**src/rtl/display_timing_generator.sv**
```systemverilog
// Display timing generator: sync/porch/active decode
// with registered outputs and a pixel-tick enable.
module display_timing_generator #(
  parameter int H_SYNC    = 1,
  parameter int H_BP      = 1,
  parameter int H_DISPLAY = 1,
  parameter int H_FP      = 1,
  parameter int V_SYNC    = 1,
  parameter int V_BP      = 1,
  parameter int V_DISPLAY = 1,
  parameter int V_FP      = 1,
  parameter bit HSYNC_POL = 1'b1,
  parameter bit VSYNC_POL = 1'b1,
  localparam int H_TOTAL =
    H_SYNC + H_BP + H_DISPLAY + H_FP,
  localparam int V_TOTAL =
    V_SYNC + V_BP + V_DISPLAY + V_FP,
  localparam int HX_BITS =
    (H_DISPLAY > 1) ? $clog2(H_DISPLAY) : 1,
  localparam int VY_BITS =
    (V_DISPLAY > 1) ? $clog2(V_DISPLAY) : 1
) (
  input  logic               clk,
  input  logic               rst,
  input  logic               enable,
  input  logic               restart,
  output logic               hsync,
  output logic               vsync,
  output logic [3:0]         h_region,
  output logic [3:0]         v_region,
  output logic               de,
  output logic [HX_BITS-1:0] pixel_x,
  output logic [VY_BITS-1:0] pixel_y,
  output logic               line_start,
  output logic               frame_start
);

  localparam int HC_BITS =
    (H_TOTAL > 1) ? $clog2(H_TOTAL) : 1;
  localparam int VC_BITS =
    (V_TOTAL > 1) ? $clog2(V_TOTAL) : 1;

  localparam logic [HC_BITS-1:0] H_BP_AT =
    HC_BITS'(H_SYNC);
  localparam logic [HC_BITS-1:0] H_DI_AT =
    HC_BITS'(H_SYNC + H_BP);
  localparam logic [HC_BITS-1:0] H_FP_AT =
    HC_BITS'(H_SYNC + H_BP + H_DISPLAY);
  localparam logic [HC_BITS-1:0] H_LAST =
    HC_BITS'(H_TOTAL - 1);

  localparam logic [VC_BITS-1:0] V_BP_AT =
    VC_BITS'(V_SYNC);
  localparam logic [VC_BITS-1:0] V_DI_AT =
    VC_BITS'(V_SYNC + V_BP);
  localparam logic [VC_BITS-1:0] V_FP_AT =
    VC_BITS'(V_SYNC + V_BP + V_DISPLAY);
  localparam logic [VC_BITS-1:0] V_LAST =
    VC_BITS'(V_TOTAL - 1);

  logic [HC_BITS-1:0] h_cnt, h_nxt, h_off;
  logic [VC_BITS-1:0] v_cnt, v_nxt, v_off;
  logic [3:0]         h_reg_d, v_reg_d;
  logic               de_d;
  logic [HX_BITS-1:0] px_d;
  logic [VY_BITS-1:0] py_d;

  // Region decode of the position about to be emitted.
  always_comb begin
    h_reg_d = 4'b1000;
    if (h_cnt < H_BP_AT)      h_reg_d = 4'b0001;
    else if (h_cnt < H_DI_AT) h_reg_d = 4'b0010;
    else if (h_cnt < H_FP_AT) h_reg_d = 4'b0100;
    v_reg_d = 4'b1000;
    if (v_cnt < V_BP_AT)      v_reg_d = 4'b0001;
    else if (v_cnt < V_DI_AT) v_reg_d = 4'b0010;
    else if (v_cnt < V_FP_AT) v_reg_d = 4'b0100;
    de_d  = h_reg_d[2] & v_reg_d[2];
    h_off = h_cnt - H_DI_AT;
    v_off = v_cnt - V_DI_AT;
    px_d  = de_d ? h_off[HX_BITS-1:0] : '0;
    py_d  = de_d ? v_off[VY_BITS-1:0] : '0;
  end

  // Raster advance: h wraps each line, v wraps with the last h.
  always_comb begin
    h_nxt = h_cnt + HC_BITS'(1);
    v_nxt = v_cnt;
    if (h_cnt == H_LAST) begin
      h_nxt = '0;
      v_nxt = (v_cnt == V_LAST) ? '0
            : v_cnt + VC_BITS'(1);
    end
  end

  // Counters and registered outputs; restart beats enable.
  always_ff @(posedge clk or posedge rst) begin
    if (rst) begin
      h_cnt       <= '0;
      v_cnt       <= '0;
      hsync       <= ~HSYNC_POL;
      vsync       <= ~VSYNC_POL;
      h_region    <= '0;
      v_region    <= '0;
      de          <= 1'b0;
      pixel_x     <= '0;
      pixel_y     <= '0;
      line_start  <= 1'b0;
      frame_start <= 1'b0;
    end else if (restart) begin
      h_cnt       <= '0;
      v_cnt       <= '0;
      hsync       <= ~HSYNC_POL;
      vsync       <= ~VSYNC_POL;
      h_region    <= '0;
      v_region    <= '0;
      de          <= 1'b0;
      pixel_x     <= '0;
      pixel_y     <= '0;
      line_start  <= 1'b0;
      frame_start <= 1'b0;
    end else if (enable) begin
      h_cnt       <= h_nxt;
      v_cnt       <= v_nxt;
      hsync       <= h_reg_d[0] ? HSYNC_POL
                                : ~HSYNC_POL;
      vsync       <= v_reg_d[0] ? VSYNC_POL
                                : ~VSYNC_POL;
      h_region    <= h_reg_d;
      v_region    <= v_reg_d;
      de          <= de_d;
      pixel_x     <= px_d;
      pixel_y     <= py_d;
      line_start  <= (h_cnt == '0);
      frame_start <= (h_cnt == '0) && (v_cnt == '0);
    end
  end

endmodule

```
**config.mk**
```make
export PLATFORM = sky130hd
export DESIGN_NAME = display_timing_generator
export DESIGN_NICKNAME = d
export VERILOG_FILES = /design/src/rtl/display_timing_generator.sv
export SDC_FILE = /design/constraint.sdc
export NUM_CORES = 1
export LEC_CHECK = 0
export BUFFER_PORTS_ARGS = -buffer_cell sky130_fd_sc_hd__buf_2
export CORE_MARGIN = 2
export CORE_UTILIZATION = 50
export CTS_BUF_LIST = sky130_fd_sc_hd__clkbuf_16
export DETAILED_ROUTE_END_ITERATION = 7
export PLACE_DENSITY_LB_ADDON = 0.1
export SETUP_SLACK_MARGIN = 0.2
export SLEW_MARGIN = 20
export SYNTH_ARGS = -nofsm -noshare
export SYNTH_HDL_FRONTEND = slang
export SYNTH_SLANG_ARGS = --single-unit
```
**constraint.sdc**
```tcl
create_clock -name clk -period 1.35 [get_ports clk]
set_clock_uncertainty 0.05 [all_clocks]
set_input_delay 0.0675 -clock clk [delete_from_list [all_inputs] [get_ports clk]]
set_output_delay 0.0675 -clock clk [all_outputs]
set_load 0.05 [all_outputs]
```
# == Word-level counts from Yosys, hierarchy flattened ==
# Cells that the tools add are included.
# op_classes
n_bitwise,1
eq_ne,2
addsub,4
mux,35
magnitude_cmp,6
reduce_logical,6
# ops
op,count
$mux W4,10
$mux W1,18
$mux W2,7
$lt A2 B2 Y1 const B,4
$add A2 B1 Y2 const B,2
$eq A2 B2 Y1 const B,2
$logic_not A2 Y1,2
$lt A2 B1 Y1 const B,2
$reduce_bool A2 Y1,2
$reduce_and A2 Y1,1
$sub A1 B1 Y1 const B,2
$and A1 B1 Y1,1
$logic_and A1 B1 Y1,1
# word_totals
word_cells,65
register_bits,19

# == Depth between registers and ports, before layout ==
# logic_depth
ltp_word,8
depth_mapped,4
mapped_depth_nobuf,4

# == Least setup slack after synthesis ==
# Ideal clock, no wire load.
# synth_path
path_kind,reg-to-reg
startpoint,register h_cnt[0]
endpoint,register h_cnt[1]
path_slack_ns,0.250
t_arrival_ns,0.928
path_stages_with_launch,5
period_less_slack_ns,1.100
path_buffers,0
setup_ns,0.121
path_cell_list,dfrtp_1 inv_1 ha_1 mux2i_1 nor2_1
# synth_via
elab_chain_cells,4
elab_cells_between_ends,5
# synth_rtl
item,line,text
from (decl),61,"logic [HC_BITS-1:0] h_cnt, h_nxt, h_off;"
from (signal assigned),123,h_cnt <= h_nxt;
$add A2 B1 Y2 or $eq A2 B2 Y1 (tied branches),"87, 89",
$mux W2 (*),89,if (h_cnt == H_LAST) begin
$mux W2 (*),122,end else if (enable) begin
$mux W2 (*),110,end else if (restart) begin
# Every way passes the cells marked *; elsewhere a longest branch is shown, timed or not. The select of a mux whose other input is x is not followed.
# A chain may end at the register's enable or synchronous reset.

# == Final worst setup path ==
# Ends and elaborated chain as after synthesis.

==> results.tsv <==
stage	metric	value	unit
clock_network	clk-insertion-delay-late	0.24	ns
route	route.detailed.drc	0	
synthesis	cells_after_synth	76	
critical_path	critical_path.top_delay_family	flip-flops	
timing	finalSetupViolations	0	
clock_network	cts_tree	done	
route	wire_per_inst	13.2	µm
placement	placed_cells	103	
route	vias_per_cell	5.22	
synthesis	ys.warnings.count	0	
critical_path	cp_slowest_cell	dfrtp_2	
finish	final-seq-area	404	µm²
finish	layout_commonest_cell	buf_2	
grt	number_of_global_route_vias_before_repair	509	
flow_run	maxcap_violations	0	
floorplan	design.core.area	1540	µm²
worst_hold_path	source_of_the_worst_hold_timing_path	restart	
timing	setup_total_negative_slack	0	ns
clock_network	number_of_buffers_created_by_cts	3	
clock_network	cts_sinks	16	
floorplan	fp.dieW	45.2	µm
route	vias	574	
finish	instances_no_fill	110	
power	swShare	0.265	
critical_path	crit_path_max_cell_delay	0.48	ns
critical_path	worst_setup_path_startpoint	h_cnt[0]	
timing	timing.max_slew.rel_slack	0.587	
power	p_seq_frac	0.405	
timing	least_margin_pin_slew	0.618	ns
placement	placed_area	905	µm²
critical_path	critical_path.reg2reg.startpoint	h_cnt[0]	
critical_path	endpoint_required_time_on_the_critical_path	1.42	ns
route	firstDrtPassIters	4	
floorplan	dieArea	2040	µm²
floorplan	dieHeight	45.2	µm
grt	grt.total_usage	0.157	
timing	rsz_0062_raised_after_global_routing	true	
grt	grt_first_pass_wirelength	2.22	mm
placement	numPortBuffers	18	
clock_network	clk_pin_slew_worst_paths	0.05	ns
finish	commonest_non_fill_non_tap_cells_in_the_layout	buf_2, dfrtp_1, nor2_1	
timing	max_freq	0.881	GHz
finish	final_net_count	109	
timing	finalCritPeriodShare	0.841	
synthesis	mappedNetlistArea	850	µm²
critical_path	cp_data_arrival_time	1.21	ns
grt	pin_count_of_the_biggest_net_entering_global_routing	23	
critical_path	worst_r2r_path_depth	4	
synthesis	synth.net_count	90	
finish	syn_to_final_growth	25.0	%
power	total_power	1.29	mW
power	pwrdens	1220	nW/µm²
placement	detailedPlacementHpwl	959	µm
power	power.internal	0.950	mW
power	peakVddDrop	0.000948	V
route	final_antenna_net_count	0	
floorplan	pin_count	19	
timing	timing_max_transition_violations_final	0	
critical_path	worstPathCellList	inv_4, ha_4, mux2i_1, nor2_1	
floorplan	start_util	0.551	
synthesis	synth.yosys.seq_area_share	0.471	
finish	final_area	1060	µm²
grt	overflow	0	
critical_path	critPathKind	reg -> reg	
grt	antenna_violations_before_repair	0	
critical_path	timing.critical_path.to_type	register	
finish	n_antenna_cell	0	
finish	nFillCells	116	
power	power.combinational.fraction	0.149	
finish	final_layout_size_suffix_gt1_frac	0.372	
run_status	status	finished clean	
timing	finalCriticalPeriod	1.14	ns
power	power_switching	0.343	mW
critical_path	setup.reg_to_reg.worst_slack	0.21	ns
synthesis	synth.ff_latch_count	16	
worst_hold_path	timing.hold.worst_path_depth	2	
finish	utilization	0.689	
finish	multiInputGateArea	423	µm²
clock_network	master_cell_of_the_clock_root_buffer	clkbuf_16	
worst_hold_path	hold_path_end	h_region[1]	
worst_hold_path	hp-class	in -> reg	
route	detail_route.wirelength	1.46	mm
floorplan	fp-row-count	14	
power	p_clk_frac	0.446	
critical_path	crit_buf_inv	1	
critical_path	path_max_fanout	6	
placement	gpl.final_weighted_congestion	0.695	
power	total_leakage_power	0.545	nW
clock_network	htree_levels	1	
synthesis	synth_area_per_cell	11.2	µm²
timing	final_hold_violations	0	
route	drt-initial-drc-count	6	
critical_path	critPathLaunchType	register	
clock_network	max-clock-path-buffers	2	
critical_path	worstReg2RegEnd	h_cnt[1]	
synthesis	synthDistinctLibCells	16	
metal layers:
| layer | vias up | global-route usage | part of all wire |
|---|---|---|---|
| met5 | - | 0 | 0 |
| met4 | 0 | 0.106 | 0.015 |
| met3 | 4 | 0.0360 | 0.034 |
| met2 | 10 | 0.231 | 0.47 |
| met1 | 278 | 0.203 | 0.48 |
| li1 | 282 | - | - |
layout make-up:
type,instances,share of cell area
multi-input combinational,48,0.398
sequential,16,0.380
timing repair buffer,21,0.108
clock buffer,3,0.0707
inverter,5,0.0200
tap,16,0.0188
clock inverter,1,0.00353
registers in the layout, summed over array words and instances, names as in the netlist:
name	count
h_cnt	2
h_region	4
pixel_y	1
v_cnt	2
de	1
vsync	1
pixel_x	1
v_region	3
frame_start	1
worst max path at each step:
stage	to	slack, ns	cells after the start
global placement	h_cnt[1]	0.15	4
finish	h_cnt[1]	0.21	4
global route	v_cnt[0]	0.17	3
CTS	h_cnt[1]	0.20	4
detailed placement	h_cnt[1]	0.15	4
floorplan	h_cnt[1]	0.25	4
what timing repair did:
item / 4_1_cts / 5_1_grt
resized for setup: 3 / 12
endpoints found under the hold margin: 16 / 0
hold buffers: 1 / 0
pin swaps: 0 / 3
setup endpoints to repair: 8 / 11
setup buffers: 0 / 2
cell families (layout without fill, tap and decap cells):
group / Yosys count / count (layout) / share of synthesized area
DFF: 16 / 16 / 0.471
xor gates and xnor gates: 1 / 1 / 0.0103
AOI/OAI and AO/OA: 8 / 8 / 0.0589
muxes: 9 / 9 / 0.106
adders and majority gates: 10 / 10 / 0.147
and+or+nand+nor: 20 / 20 / 0.119
buffers and inverters: 12 / 30 / 0.0869
power groups by stage:
stage	logic [mW]	registers, mW	clock network, mW
6_report	0.193	0.523	0.576
5_1_grt	0.210	0.525	0.610
4_1_cts	0.181	0.517	0.583
3_5_place_dp	0.178	0.523	0
3_3_place_gp	0.177	0.522	0
2_1_floorplan	0.117	0.561	0
cells in the mapped netlist, drive strengths merged:
library cell	count	area, µm²
a21bo	2	20.0
a21oi	6	30.0
buf	6	50.0
clkbuf	1	5.00
dfrtp	16	400
ha	10	125
inv	5	18.8
mux2i	9	90.1
nand2b	4	25.0
nand3	3	15.0
nand4	2	12.5
nand4bb	1	11.3
nor2	10	37.5
xnor2	1	8.76
worst reg2reg max path, delay by kind of cell (launching register included):
| family | cells | cell delay (ns) |
|---|---|---|
| adders and majority gates | 1 | 0.20 |
| buffers and inverters | 1 | 0.11 |
| and+or+nand+nor | 1 | 0.05 |
| muxes | 1 | 0.12 |
| DFF | 1 | 0.48 |
stage by stage:
| stage | hold slack, ns | setup slack (ns) |
|---|---|---|
| after floorplan | -0.0688 | 0.250 |
| after detailed placement | 0.119 | 0.151 |
| final | 0.144 | 0.214 |
| after global routing | 0.163 | 0.166 |
| after CTS | 0.132 | 0.201 |
| after global placement | 0.123 | 0.152 |
(Power assumes the default switching activity.)
